===== config.mk =====
export PLATFORM = sky130hd
export DESIGN_NAME = trig_event_wb_master_flat
export DESIGN_NICKNAME = d
export VERILOG_FILES = /design/src/rtl/trig_event_wb_master_if.sv /design/src/rtl/trig_event_wb_master.sv /design/src/flat_wrapper.sv
export SDC_FILE = /design/constraint.sdc
export NUM_CORES = 1
export LEC_CHECK = 0
export BUFFER_PORTS_ARGS = -buffer_cell sky130_fd_sc_hd__clkbuf_2
export CAP_MARGIN = 20
export CORE_ASPECT_RATIO = 1.1
export CORE_MARGIN = 2
export CORE_UTILIZATION = 50
export CTS_BUF_LIST = sky130_fd_sc_hd__clkbuf_2 sky130_fd_sc_hd__clkbuf_4 sky130_fd_sc_hd__clkbuf_8
export DETAILED_ROUTE_END_ITERATION = 16
export GPL_TIMING_DRIVEN = 1
export PLACE_DENSITY = 0.73
export SLEW_MARGIN = 10
export SYNTH_ARGS = -nofsm -noshare
export SYNTH_HDL_FRONTEND = slang
export SYNTH_SLANG_ARGS = --single-unit
export TNS_END_PERCENT = 20

===== constraint.sdc =====
create_clock -name wb_clk_i -period 3.8 [get_ports wb_clk_i]
set_input_delay 0.38 -clock wb_clk_i [delete_from_list [all_inputs] [get_ports wb_clk_i]]
set_output_delay 0.38 -clock wb_clk_i [all_outputs]
set_load 0.01 [all_outputs]

===== src/rtl/trig_event_wb_master_if.sv =====
// Wishbone initiator-side bundle between the trigger event master and the PCI bridge WBS_* port.
interface trig_event_wb_master_if;
    logic        wbm_cyc_o;
    logic        wbm_stb_o;
    logic        wbm_we_o;
    logic [3:0]  wbm_sel_o;
    logic [31:0] wbm_adr_o;
    logic [31:0] wbm_dat_o;
    logic        wbm_cab_o;
    logic [2:0]  wbm_cti_o;
    logic [1:0]  wbm_bte_o;
    logic        wbm_ack_i;
    logic        wbm_err_i;
    logic        wbm_rty_i;

    modport master (
        output wbm_cyc_o, wbm_stb_o, wbm_we_o, wbm_sel_o, wbm_adr_o, wbm_dat_o,
               wbm_cab_o, wbm_cti_o, wbm_bte_o,
        input  wbm_ack_i, wbm_err_i, wbm_rty_i
    );

    modport slave (
        input  wbm_cyc_o, wbm_stb_o, wbm_we_o, wbm_sel_o, wbm_adr_o, wbm_dat_o,
               wbm_cab_o, wbm_cti_o, wbm_bte_o,
        output wbm_ack_i, wbm_err_i, wbm_rty_i
    );
endinterface


===== src/rtl/trig_event_wb_master.sv =====
// Queues trigger event words and writes them one by one into a host-memory ring via single Wishbone writes.
// Optional TRIG_EVT_WB_TIMEOUT_EN: a stuck write is abandoned after 1023 cycles and handled like err_i.
module trig_event_wb_master #(
    parameter int FIFO_DEPTH_LOG2 = 4,
    parameter int RING_AW         = 10,
    parameter int RETRY_GAP       = 8
) (
    input  logic                   wb_clk_i,
    input  logic                   wb_rst_i,
    input  logic                   enable_i,
    input  logic [31:0]            ring_base_i,
    input  logic [RING_AW-1:0]     host_rd_ptr_i,
    input  logic                   evt_valid_i,
    input  logic [31:0]            evt_data_i,
    trig_event_wb_master_if.master wbm,
    output logic [RING_AW-1:0]     wr_ptr_o,
    output logic                   irq_o,
    output logic [15:0]            drop_cnt_o,
    output logic                   bus_err_o
);
    localparam int FA    = FIFO_DEPTH_LOG2;
    localparam int PW    = FA + 1;
    localparam int DEPTH = 2 ** FA;
    localparam int RC_W  = $clog2(RETRY_GAP + 1);

    typedef enum logic [1:0] {IDLE, REQ, RETRY} state_t;

    state_t              state_q, state_d;
    logic                cyc_q, cyc_d;
    logic [31:0]         adr_q, adr_d;
    logic [31:0]         dat_q, dat_d;
    logic [RING_AW-1:0]  wr_ptr_q, wr_ptr_d;
    logic                irq_q, irq_d;
    logic [15:0]         drop_cnt_q, drop_cnt_d;
    logic                bus_err_q, bus_err_d;
    logic [RC_W-1:0]     retry_cnt_q, retry_cnt_d;
    logic [PW-1:0]       fifo_wr_q, fifo_wr_d;
    logic [PW-1:0]       fifo_rd_q, fifo_rd_d;
    logic [31:0]         fifo_mem [DEPTH];

    logic                fifo_empty, fifo_full, fifo_push, fifo_pop;
    logic                ring_full, req_timeout;
    logic [RING_AW-1:0]  wr_ptr_inc;

    assign fifo_empty = (fifo_wr_q == fifo_rd_q);
    assign fifo_full  = (fifo_wr_q[FA] != fifo_rd_q[FA]) && (fifo_wr_q[FA-1:0] == fifo_rd_q[FA-1:0]);
    assign wr_ptr_inc = wr_ptr_q + RING_AW'(1);
    assign ring_full  = (wr_ptr_inc == host_rd_ptr_i);

    // A pop in the same cycle frees the slot, so a full FIFO can still accept.
    assign fifo_push  = evt_valid_i && enable_i && (!fifo_full || fifo_pop);

`ifdef TRIG_EVT_WB_TIMEOUT_EN
    logic [9:0] to_cnt_q, to_cnt_d;

    always_comb begin
        to_cnt_d = '0;
        if (state_q == REQ) to_cnt_d = to_cnt_q + 10'd1;
    end

    always_ff @(posedge wb_clk_i) begin
        if (wb_rst_i) to_cnt_q <= '0;
        else          to_cnt_q <= to_cnt_d;
    end

    assign req_timeout = (state_q == REQ) && (to_cnt_q == 10'd1022);
`else
    assign req_timeout = 1'b0;
`endif

    always_comb begin
        state_d     = state_q;
        cyc_d       = cyc_q;
        adr_d       = adr_q;
        dat_d       = dat_q;
        wr_ptr_d    = wr_ptr_q;
        bus_err_d   = bus_err_q;
        retry_cnt_d = retry_cnt_q;
        fifo_pop    = 1'b0;
        unique case (state_q)
            IDLE: begin
                if (enable_i && !fifo_empty && !ring_full) begin
                    state_d = REQ;
                    cyc_d   = 1'b1;
                    adr_d   = (ring_base_i + {{(30-RING_AW){1'b0}}, wr_ptr_q, 2'b00}) & ~32'h3;
                    dat_d   = fifo_mem[fifo_rd_q[FA-1:0]];
                end
            end
            REQ: begin
                // ack > err > rty; a timeout behaves exactly like err.
                if (wbm.wbm_ack_i) begin
                    state_d  = IDLE;
                    cyc_d    = 1'b0;
                    fifo_pop = 1'b1;
                    wr_ptr_d = wr_ptr_inc;
                end else if (wbm.wbm_err_i || req_timeout) begin
                    state_d   = IDLE;
                    cyc_d     = 1'b0;
                    fifo_pop  = 1'b1;
                    bus_err_d = 1'b1;
                end else if (wbm.wbm_rty_i) begin
                    state_d     = (RETRY_GAP < 2) ? IDLE : RETRY;
                    cyc_d       = 1'b0;
                    retry_cnt_d = '0;
                end
            end
            RETRY: begin
                // The IDLE cycle that follows is the last of the RETRY_GAP idle cycles.
                if (int'(retry_cnt_q) >= RETRY_GAP - 2) state_d = IDLE;
                else                                    retry_cnt_d = retry_cnt_q + RC_W'(1);
            end
            default: state_d = IDLE;
        endcase
    end

    always_comb begin
        fifo_wr_d  = fifo_push ? fifo_wr_q + PW'(1) : fifo_wr_q;
        fifo_rd_d  = fifo_pop  ? fifo_rd_q + PW'(1) : fifo_rd_q;
        irq_d      = (wr_ptr_q != host_rd_ptr_i);
        drop_cnt_d = drop_cnt_q;
        if (evt_valid_i && !fifo_push && (drop_cnt_q != 16'hFFFF)) drop_cnt_d = drop_cnt_q + 16'd1;
    end

    always_ff @(posedge wb_clk_i) begin
        if (wb_rst_i) begin
            state_q     <= IDLE;
            cyc_q       <= 1'b0;
            adr_q       <= '0;
            dat_q       <= '0;
            wr_ptr_q    <= '0;
            irq_q       <= 1'b0;
            drop_cnt_q  <= '0;
            bus_err_q   <= 1'b0;
            retry_cnt_q <= '0;
            fifo_wr_q   <= '0;
            fifo_rd_q   <= '0;
        end else begin
            state_q     <= state_d;
            cyc_q       <= cyc_d;
            adr_q       <= adr_d;
            dat_q       <= dat_d;
            wr_ptr_q    <= wr_ptr_d;
            irq_q       <= irq_d;
            drop_cnt_q  <= drop_cnt_d;
            bus_err_q   <= bus_err_d;
            retry_cnt_q <= retry_cnt_d;
            fifo_wr_q   <= fifo_wr_d;
            fifo_rd_q   <= fifo_rd_d;
        end
    end

    always_ff @(posedge wb_clk_i) begin
        if (fifo_push) fifo_mem[fifo_wr_q[FA-1:0]] <= evt_data_i;
    end

    assign wbm.wbm_cyc_o = cyc_q;
    assign wbm.wbm_stb_o = cyc_q;
    assign wbm.wbm_we_o  = cyc_q;
    assign wbm.wbm_sel_o = {4{cyc_q}};
    assign wbm.wbm_adr_o = adr_q;
    assign wbm.wbm_dat_o = dat_q;
    assign wbm.wbm_cab_o = 1'b0;
    assign wbm.wbm_cti_o = 3'b000;
    assign wbm.wbm_bte_o = 2'b00;

    assign wr_ptr_o   = wr_ptr_q;
    assign irq_o      = irq_q;
    assign drop_cnt_o = drop_cnt_q;
    assign bus_err_o  = bus_err_q;
endmodule

===== src/flat_wrapper.sv =====
// flat-port wrapper written by rule: the top's interface ports become plain ports
module trig_event_wb_master_flat 
#(
    parameter int FIFO_DEPTH_LOG2 = 4,
    parameter int RING_AW         = 10,
    parameter int RETRY_GAP       = 8
)
  (wb_clk_i, wb_rst_i, enable_i, ring_base_i, host_rd_ptr_i, evt_valid_i, evt_data_i, wr_ptr_o, irq_o, drop_cnt_o, bus_err_o, wbm_wbm_cyc_o, wbm_wbm_stb_o, wbm_wbm_we_o, wbm_wbm_sel_o, wbm_wbm_adr_o, wbm_wbm_dat_o, wbm_wbm_cab_o, wbm_wbm_cti_o, wbm_wbm_bte_o, wbm_wbm_ack_i, wbm_wbm_err_i, wbm_wbm_rty_i);
  trig_event_wb_master_if wbm_i ();
  input  logic wb_clk_i;
  input  logic wb_rst_i;
  input  logic enable_i;
  input  logic [31:0] ring_base_i;
  input  logic [RING_AW-1:0] host_rd_ptr_i;
  input  logic evt_valid_i;
  input  logic [31:0] evt_data_i;
  output logic [RING_AW-1:0] wr_ptr_o;
  output logic irq_o;
  output logic [15:0] drop_cnt_o;
  output logic bus_err_o;
  output wire logic [$bits(wbm_i.wbm_cyc_o)-1:0] wbm_wbm_cyc_o;
  output wire logic [$bits(wbm_i.wbm_stb_o)-1:0] wbm_wbm_stb_o;
  output wire logic [$bits(wbm_i.wbm_we_o)-1:0] wbm_wbm_we_o;
  output wire logic [$bits(wbm_i.wbm_sel_o)-1:0] wbm_wbm_sel_o;
  output wire logic [$bits(wbm_i.wbm_adr_o)-1:0] wbm_wbm_adr_o;
  output wire logic [$bits(wbm_i.wbm_dat_o)-1:0] wbm_wbm_dat_o;
  output wire logic [$bits(wbm_i.wbm_cab_o)-1:0] wbm_wbm_cab_o;
  output wire logic [$bits(wbm_i.wbm_cti_o)-1:0] wbm_wbm_cti_o;
  output wire logic [$bits(wbm_i.wbm_bte_o)-1:0] wbm_wbm_bte_o;
  input wire logic [$bits(wbm_i.wbm_ack_i)-1:0] wbm_wbm_ack_i;
  input wire logic [$bits(wbm_i.wbm_err_i)-1:0] wbm_wbm_err_i;
  input wire logic [$bits(wbm_i.wbm_rty_i)-1:0] wbm_wbm_rty_i;
  assign wbm_wbm_cyc_o = wbm_i.wbm_cyc_o;
  assign wbm_wbm_stb_o = wbm_i.wbm_stb_o;
  assign wbm_wbm_we_o = wbm_i.wbm_we_o;
  assign wbm_wbm_sel_o = wbm_i.wbm_sel_o;
  assign wbm_wbm_adr_o = wbm_i.wbm_adr_o;
  assign wbm_wbm_dat_o = wbm_i.wbm_dat_o;
  assign wbm_wbm_cab_o = wbm_i.wbm_cab_o;
  assign wbm_wbm_cti_o = wbm_i.wbm_cti_o;
  assign wbm_wbm_bte_o = wbm_i.wbm_bte_o;
  assign wbm_i.wbm_ack_i = wbm_wbm_ack_i;
  assign wbm_i.wbm_err_i = wbm_wbm_err_i;
  assign wbm_i.wbm_rty_i = wbm_wbm_rty_i;
  trig_event_wb_master #(.FIFO_DEPTH_LOG2(FIFO_DEPTH_LOG2), .RING_AW(RING_AW), .RETRY_GAP(RETRY_GAP)) u_core (.wb_clk_i(wb_clk_i), .wb_rst_i(wb_rst_i), .enable_i(enable_i), .ring_base_i(ring_base_i), .host_rd_ptr_i(host_rd_ptr_i), .evt_valid_i(evt_valid_i), .evt_data_i(evt_data_i), .wbm(wbm_i), .wr_ptr_o(wr_ptr_o), .irq_o(irq_o), .drop_cnt_o(drop_cnt_o), .bus_err_o(bus_err_o));
endmodule

==> impl_metrics.yaml <==
outcome:
  status: "complete, no violations"
cts:
  ctsResizeCount: 0
  cts_root_buf: "clkbuf_8"
  clk_pin_slew_ns: 0.06
  clock_latency_ns: 0.68
  cts_inserted_buffers: 96
  cts.path.max_buffers: 3
  cts_tree: "yes"
  numClockSinks: 619
  h-tree-depth: 3
drt:
  drc: 0
  drt_iter0_drc: 1246
  vias: 14768
  wire_per_inst_um: 23.4
  viasPerCell: 5.91
  wl_um: 58400
  ant_nets: 0
  drtPass1Iterations: 5
setup_path:
  startpoint: "u_core.fifo_wr_q[3]"
  arrival_ns: 3.36
  cp_max_fo: 21
  cp-start-kind: "register"
  critPathKind: "reg2reg"
  rr_startpoint: "u_core.fifo_wr_q[3]"
  critical_path_required_ns: 4.16
  end_kind: "register"
timing:
  finalSetupViolations: 0
  hold_slack_ns: 0.0502
  period_needed_ns: 3.00
  worst_pin_slew_ns: 1.02
  rsz0062_at_grt: "false"
  slew_headroom: 0.323
  fmax_mhz: 333
  final_hold_viol_count: 0
  period_share: 0.790
  slew_viol_final: 0
  fin_skew_ns: 0.0232
floorplan:
  start_util: 0.505
  die_w_um: 218
  fp-row-count: 86
  ios: 186
  die_y_um: 240
  die-area_um2: 52200
  core_area_um2: 49900
synth:
  synth-edff-count: 512
  yosys_warnings: 0
  synth_seq_cells: 619
  synthTopCellsByArea: "edfxtp_1 61%, mux4_2 11%, dfxtp_1 8.5%"
  synth_cell_type_count: 56
  netlist_area_um2: 25200
  synthArstFlopShare: 0
  yosys.area.top_type: "edfxtp_1"
  syn_avg_cell_area_um2: 16.5
  yosysSeqAreaShare: 0.695
  postSynthCellCount: 1532
  yosysTopAreaCellShare: 0.610
  synth_ff_type: "edfxtp_1"
power_and_ir_drop:
  cellPowerDensity_nw_per_um2: 473
  leakagePower_uw: 0.00943
  switchingPower_uw: 3050
  ir_drop_v: 0.000355
  p_int_uw: 10700
  clockPowerShare: 0.397
  finalPower_uw: 13700
  sw_frac_of_total: 0.222
  pwr-share-comb: 0.057
  p_seq_frac: 0.545
cells_and_area:
  layout.cells.non_filler: 2499
  drive_above_1_share: 0.293
  finish.utilization: 0.582
  fin_nets: 1857
  final_area_um2: 29100
  most-common-layout-cells: "512 x edfxtp_1, 174 x clkbuf_2, 128 x mux4_2"
  final_common_cell: "edfxtp_1"
  nFillCells: 3789
  area_growth_pct: 15.3
placed_design:
  routabilityCongestion: 0.901
  dp_hpwl_um: 33900
  dp_cells: 2312
  placed_area_um2: 27100
  portBuffers: 175
worst_hold_path:
  hold_class: "in2reg"
  hp-start: "wbm_wbm_rty_i"
global_routing:
  grt_max_degree: 132
  grt_usage: 0.226
  grt_pass1_vias: 14826
  antenna_found_initial: 3
  grt_pass1_wl_um: 88000
  gr-total-overflow: 0
flow_run:
  cap_violations: 0
[power groups by stage]
| stage | Combinational [uW] | Clock, uW | Sequential [uW] |
|---|---|---|---|
| global placement | 768 | 0 | 7630 |
| detailed placement | 785 | 0 | 7640 |
| global route | 865 | 5840 | 7500 |
| CTS | 793 | 5570 | 7500 |
| finish | 788 | 5470 | 7500 |
| floorplan | 446 | 0 | 7650 |
[cell usage after synthesis, drive strengths merged (3+ instances only)]
| library cell | instances |
|---|---|
| a21oi | 111 |
| and4 | 4 |
| mux2i | 35 |
| nand2 | 37 |
| nand4 | 25 |
| or3 | 7 |
| nor3 | 17 |
| nor2 | 69 |
| o21ai | 55 |
| a21boi | 3 |
| clkbuf | 56 |
| nor3b | 4 |
| ha | 19 |
| edfxtp | 512 |
| inv | 8 |
| xnor2 | 42 |
| or4 | 5 |
| dfxtp | 107 |
| o211ai | 3 |
| and2 | 6 |
| mux4 | 128 |
| o31ai | 13 |
| a31oi | 4 |
| nand2b | 6 |
| nor2b | 36 |
| xor2 | 26 |
| nand3 | 56 |
| a21o | 5 |
| o21a | 4 |
| a211oi | 47 |
| buf | 50 |
| and3 | 8 |
[state kept, by name, indices dropped and copies added (netlist names)]
signal	count
u_core.fifo_rd_q	5
u_core.wbm.wbm_cyc_o	1
u_core.bus_err_o	1
u_core.drop_cnt_o	16
u_core.irq_o	1
u_core.wbm.wbm_adr_o	30
u_core.retry_cnt_q	4
u_core.state_q	2
u_core.fifo_wr_q	5
u_core.fifo_mem	512
u_core.wbm.wbm_dat_o	32
u_core.wr_ptr_o	10
[final cells by class]
class	instances	area [um^2]	share of cell area
inverters	8	30.0	0.00103
well taps	660	826	0.0284
repair buffers	225	1410	0.0484
clock buffers	136	1660	0.0571
multi-input cells	806	7360	0.253
clock inverters	42	239	0.00822
diodes	3	7.51	0.000258
flip-flops and latches	619	17500	0.603
[through the flow]
step | setup WS [ns] | setup TNS (ns)
CTS | 0.817 | 0
floorplan | -0.145 | -13.89
global route | 0.646 | 0
finish | 0.797 | 0
global placement | 0.850 | 0
detailed placement | 0.821 | 0
[routing by layer]
metal	GRT usage	vias to the layer above	routed length, um
met3	0.0467	101	4500
li1	-	6543	-
met5	0	-	23
met1	0.302	7532	24100
met4	0.0787	4	1370
met2	0.370	588	28400
[timing repair]
item | 4_1_cts | 5_1_grt
buffers inserted | 0 | 0
hold endpoints to repair | 6 | 0
hold buffers | 6 | 0
[final timing paths]
check / to / slack (ns) / cells past startpoint
hold reg to reg: u_core.wbm.wbm_dat_o[2] / 0.48 / 2
hold / removal: u_core.state_q[0] / 0.05 / 4
setup reg to reg: u_core.fifo_mem[15][19] / 0.80 / 6
setup / recovery: u_core.fifo_mem[15][19] / 0.80 / 6
[worst max-delay path, cell delays in order (launching register included)]
cell and delay (ns):
dfxtp_1 0.64, xnor2_1 0.14, nand4_1 0.28, o311a_1 0.42
nand2_1 0.37, nor2_4 0.55, buf_12 0.28
[kinds of logic (layout without fill, tap and decap cells)]
| logic type | after synthesis | after routing | synth area share |
|---|---|---|---|
| flip-flops | 619 | 619 | 0.695 |
| AND/OR/NAND/NOR | 281 | 281 | 0.0565 |
| AO/OA/AOI/OAI | 266 | 266 | 0.0659 |
| multiplexers | 163 | 163 | 0.128 |
| buffers and inverters | 114 | 411 | 0.0207 |
| XOR/XNOR | 68 | 68 | 0.0236 |
| adder cells (fa/ha/maj) | 20 | 20 | 0.0102 |
| other | 1 | 11 | 0.000149 |
Note: power is estimated with default switching activity, not from simulation.
